File: config.mk
export PLATFORM = sky130hd
export DESIGN_NAME = pma_comma_aligner
export DESIGN_NICKNAME = d
export VERILOG_FILES = /design/src/rtl/pma_comma_aligner.sv
export SDC_FILE = /design/constraint.sdc
export NUM_CORES = 1
export LEC_CHECK = 0
export CORE_ASPECT_RATIO = 1.25
export CORE_MARGIN = 2
export CORE_UTILIZATION = 50
export DETAILED_ROUTE_END_ITERATION = 8
export GPL_ROUTABILITY_DRIVEN = 0
export PLACE_DENSITY = 0.75
export SKIP_CTS_REPAIR_TIMING = 1
export SLEW_MARGIN = 25
export SYNTH_ARGS = -nofsm -noshare
export SYNTH_HDL_FRONTEND = slang
export SYNTH_SLANG_ARGS = --single-unit
File: constraint.sdc
create_clock -name clk -period 3.87 [get_ports clk]
set_input_delay 0.774 -clock clk [delete_from_list [all_inputs] [get_ports clk]]
set_output_delay 0.774 -clock clk [all_outputs]
set_load 0.05 [all_outputs]
File: src/rtl/pma_comma_aligner.sv
// Receive comma aligner for the 10-bit PMA path: comma search over a two-beat window, bit shifter, lock/loss sync FSM.
// Optional build macro PMA_ALIGN_LOCK_EN: offset frozen in SYNC, sync dropped after LOSS_CNT misaligned commas.
module pma_comma_aligner #(
  parameter  int SYMS     = 2,
  parameter  int LOCK_CNT = 3,
  parameter  int LOSS_CNT = 4,
  localparam int W        = 10 * SYMS,
  localparam int OFF_W    = $clog2(W)
) (
  input  logic             clk,
  input  logic             rst,
  input  logic             rx_valid,
  input  logic [W-1:0]     rx_data,
  input  logic             align_en,
  output logic             tx_valid,
  output logic [W-1:0]     tx_data,
  output logic [SYMS-1:0]  comma_det,
  output logic             sync,
  output logic [OFF_W-1:0] offset
);

  // state | meaning
  // LOS   | no comma seen since reset or loss; next comma sets the offset
  // ACQ   | offset chosen, counting consecutive aligned commas toward lock
  // SYNC  | locked; aligned commas clear the miss counter
  typedef enum logic [1:0] {
    LOS  = 2'd0,
    ACQ  = 2'd1,
    SYNC = 2'd2
  } stateT;

  localparam logic [3:0] LOCK_LIM = 4'(LOCK_CNT);
  localparam logic [3:0] LOSS_LIM = 4'(LOSS_CNT);

  stateT            state, stateNext;
  logic [OFF_W-1:0] offsetNext;
  logic [3:0]       cnt, cntNext, cntInc;
  logic [3:0]       miss, missNext, missInc;
  logic [W-1:0]     prev;
  logic [2*W-1:0]   win;
  logic [W-1:0]     aligned;
  logic [SYMS-1:0]  laneComma;
  logic [OFF_W-1:0] kc;
  logic             hit;
  logic [3:0]       kcMod, offMod;
  logic             isAligned;

  function automatic logic isComma(input logic [6:0] bits7);
    return (bits7 == 7'b1111100) || (bits7 == 7'b0000011);
  endfunction

  assign win = {rx_data, prev};

  // Scan high to low so the lowest matching position wins.
  always_comb begin
    hit = 1'b0;
    kc  = '0;
    for (int k = W - 1; k >= 0; k--) begin
      if (isComma(win[k +: 7])) begin
        hit = 1'b1;
        kc  = OFF_W'(k);
      end
    end
  end

  always_comb begin
    kcMod     = 4'(32'(kc) % 32'd10);
    offMod    = 4'(32'(offset) % 32'd10);
    isAligned = (kcMod == offMod);
    cntInc    = (cnt == 4'd15) ? cnt : cnt + 4'd1;
    missInc   = (miss >= LOSS_LIM) ? miss : miss + 4'd1;
  end

  always_ff @(posedge clk) begin
    if (rst) begin
      state     <= LOS;
      offset    <= '0;
      cnt       <= '0;
      miss      <= '0;
      prev      <= '0;
      tx_valid  <= 1'b0;
      tx_data   <= '0;
      comma_det <= '0;
    end else if (rx_valid) begin
      state     <= stateNext;
      offset    <= offsetNext;
      cnt       <= cntNext;
      miss      <= missNext;
      prev      <= rx_data;
      tx_valid  <= 1'b1;
      tx_data   <= aligned;
      comma_det <= laneComma;
    end else begin
      tx_valid  <= 1'b0;
    end
  end

  always_comb begin
    stateNext  = state;
    offsetNext = offset;
    cntNext    = cnt;
    missNext   = miss;
    if (rx_valid && align_en && hit) begin
      unique case (state)
        LOS: begin
          offsetNext = kc;
          cntNext    = 4'd1;
          stateNext  = ACQ;
        end
        ACQ: begin
          if (isAligned) begin
            cntNext = cntInc;
            if (cntInc >= LOCK_LIM) begin
              stateNext = SYNC;
              missNext  = '0;
            end
          end else begin
            offsetNext = kc;
            cntNext    = 4'd1;
          end
        end
        SYNC: begin
          if (isAligned) begin
            missNext = '0;
          end else begin
            missNext = missInc;
`ifdef PMA_ALIGN_LOCK_EN
            if (missInc >= LOSS_LIM) begin
              stateNext = LOS;
              cntNext   = '0;
              missNext  = '0;
            end
`else
            offsetNext = kc;
            cntNext    = 4'd1;
            stateNext  = ACQ;
`endif
          end
        end
        default: stateNext = LOS;
      endcase
    end
  end

  // The shift uses the offset held before this beat; a new offset takes effect next beat.
  always_comb begin
    aligned = W'(win >> offset);
    for (int i = 0; i < SYMS; i++) begin
      laneComma[i] = isComma(aligned[10*i +: 7]);
    end
    sync = (state == SYNC);
  end

endmodule
==> impl_metrics.yaml <==
status:
  status: "finished clean"
cells_and_area:
  fill_cells: 957
  layout_common_cells: "nor2_1 (86), mux2i_1 (64), nand2_1 (58)"
  area_delta_synth_final_pct: 18.9
  layout-drive-gt1-share_pct: 19.2
  final_common_cell: "nor2_1"
  multi_input_area_sq_um: 3990
  final_cells: 839
  n_antenna_cell: 0
  fin_nets: 740
  fin_util_pct: 60.6
  seq_area_sq_um: 1090
  stdcell_area_sq_um: 6400
detailed_routing:
  via_count: 5513
  drtAntennaViolNets: 0
  drt_iter0_markers: 451
  wl_mm: 16.2
  drt_pre_antenna_iters: 5
  routedWlPerCell_um: 19.4
  viasPerCell: 6.57
  remaining_drc_errors: 0
clocking:
  cts.sinks: 54
  h-tree-depth: 2
  insertion_delay_ns: 0.30
  clk_pin_slew_ns: 0.07
  cts_root_buffer: "clkbuf_16"
  cts_buffer_depth: 2
  cts_tree: "built"
  cts_made_buffers: 5
yosys:
  netlist.top_cell.by_area: "dfxtp_1"
  synth_area_per_cell_sq_um: 8.24
  synth_seq_cells: 54
  synth_flop_cell: "dfxtp_1"
  syn_inst: 653
  synth_nets: 687
  synth_edf_count: 0
  ys_seq_area_share_pct: 20.1
  synth_cell_type_count: 87
  postSynth.asyncResetShare_pct: 0
  netlist_area_sq_um: 5380
  synth.top_cell.area_share_pct: 20.1
  yosys_warnings: 0
  yosys-top-cells-area: "dfxtp_1 (20%), mux4_2 (13%), mux2i_1 (12%), nor2_1 (6.1%), nand2_1 (4.0%)"
sta:
  finalWorstSetupSlack_ns: 0.201
  hold_viol: 0
  hold_ws_ns: 0.482
  clock_skew_ns: 0.0108
  relSlewSlack_pct: 50.1
  rsz0062_at_grt: "no"
  clock.fmax_mhz: 273
  period_share_pct: 94.8
  setup_viol: 0
  min_period_ns: 3.67
  drv_slew: 0
  setup_tns_ns: 0
  worst_pin_slew_ns: 0.749
global_route:
  gr-total-overflow: 0
  antenna_found_initial: 0
  grt_first_pass_wirelength_mm: 27.0
  grt_max_degree: 64
  track_usage_pct: 28.2
  first_global_vias: 5381
critical_path:
  path_buf_inv: 3
  max_stage_delay_ns: 0.51
  cp.arrival_ns: 3.86
  critPathTopFamily: "simple AND/OR/NAND/NOR gates"
  critPathCaptureType: "flop"
  start_kind: "primary input"
  crit_type: "in2reg"
  path_cells: "clkdlybuf4s50_1 -> buf_4 -> nand4_1 -> and4_1 -> nand4_1 -> a21oi_2 -> nor2b_1 -> inv_1 -> ha_4 -> a221oi_4 -> xor2_2 -> or3b_4 -> and3_1 -> o221a_1"
  worst-path-max-fanout: 11
  cpMostUsedCell: "nand4_1"
  critPathSlowestCell: "clkdlybuf4s50_1"
  cp.required_ns: 4.06
floorplan:
  fp-row-count: 42
  dieArea_sq_um: 11600
  die_w_um: 96.8
  core_sq_um: 10600
  io_pins: 53
  start_util_pct: 50.9
  die-height_um: 120
flow_run:
  drv_cap: 0
placed_design:
  dpl-instance-area_sq_um: 6200
  io_buffers: 52
  pre_cts_ws_ns: -0.546
  dp_cells: 830
  dp_hpwl_mm: 12.6
power_and_ir_drop:
  peakVddDrop_mv: 0.189
  total_power_mw: 1.80
  p_leak_nw: 2.56
  p_per_area_nw_per_um2: 281
min_path:
  hold_class: "reg2reg"
[final timing paths]
check	cells after the start	startpoint	slack, ns	to
setup / recovery	14	rx_data[3]	0.20	cnt[2]$_SDFFE_PP0P_
hold / removal	2	tx_data[5]$_SDFFE_PP0P_	0.48	tx_data[5]$_SDFFE_PP0P_
setup reg to reg	13	prev[16]$_SDFFE_PP0P_	0.24	cnt[2]$_SDFFE_PP0P_
hold reg to reg	2	tx_data[5]$_SDFFE_PP0P_	0.48	tx_data[5]$_SDFFE_PP0P_
[registers in the layout, indices dropped and copies added (netlist names)]
register and cells:
prev 20, tx_data 20, offset 5, cnt 4
comma_det 2, state 2, tx_valid 1
[synthesized netlist by cell type, types with 5 or more instances]
| cell type | instances |
|---|---|
| a31oi_1 | 6 |
| nand4b_1 | 5 |
| inv_1 | 20 |
| clkbuf_1 | 27 |
| nand3_1 | 12 |
| ha_1 | 10 |
| nor3b_1 | 5 |
| mux4_2 | 30 |
| mux2i_1 | 64 |
| nor4b_1 | 5 |
| and3_1 | 6 |
| buf_1 | 6 |
| a211oi_1 | 24 |
| nor2b_1 | 14 |
| dfxtp_1 | 54 |
| nor3_1 | 13 |
| nand4_1 | 10 |
| a21oi_1 | 29 |
| buf_2 | 25 |
| nor2_1 | 87 |
| o21ai_0 | 23 |
| nand2_1 | 58 |
| nor4_1 | 11 |
[kinds of logic after synthesis]
logic type / after synthesis / synth area share [%]
AOI/OAI and AO/OA: 145 / 20.2
and+or+nand+nor: 260 / 25.0
DFF: 54 / 20.1
xor gates and xnor gates: 3 / 0.628
adders and majority gates: 10 / 2.33
buffers and inverters: 83 / 6.51
muxes: 98 / 25.3
[worst min-delay path, stage by stage, from the launching register on]
cell	delay [ns]
dfxtp_1	0.31
nor2_1	0.08
a211oi_1	0.05
[layer usage]
layer	wire (um)	up-vias	share of wire, %	GRT usage [%]
met5	0	-	0	0
li1	-	2571	-	-
met3	1100	70	6.8	3.96
met4	768	0	4.7	14.8
met2	7980	300	49	49.0
met1	6400	2572	39	33.7
[report_power, final]
part	leakage, nW	internal [mW]	switching (mW)	total, mW
Sequential	0.447	0.591	0.0429	0.633
Clock	0.0708	0.241	0.222	0.463
Combinational	2.04	0.300	0.402	0.702
[cell type report]
class / instances / share of cell area, %
flip-flops and latches: 54 / 17.0
inverters: 24 / 1.41
well taps: 132 / 2.58
multi-input cells: 516 / 62.4
clock inverters: 2 / 0.215
clock buffers: 6 / 2.01
repair buffers: 105 / 14.4
Power figures use the tool's default switching activity.
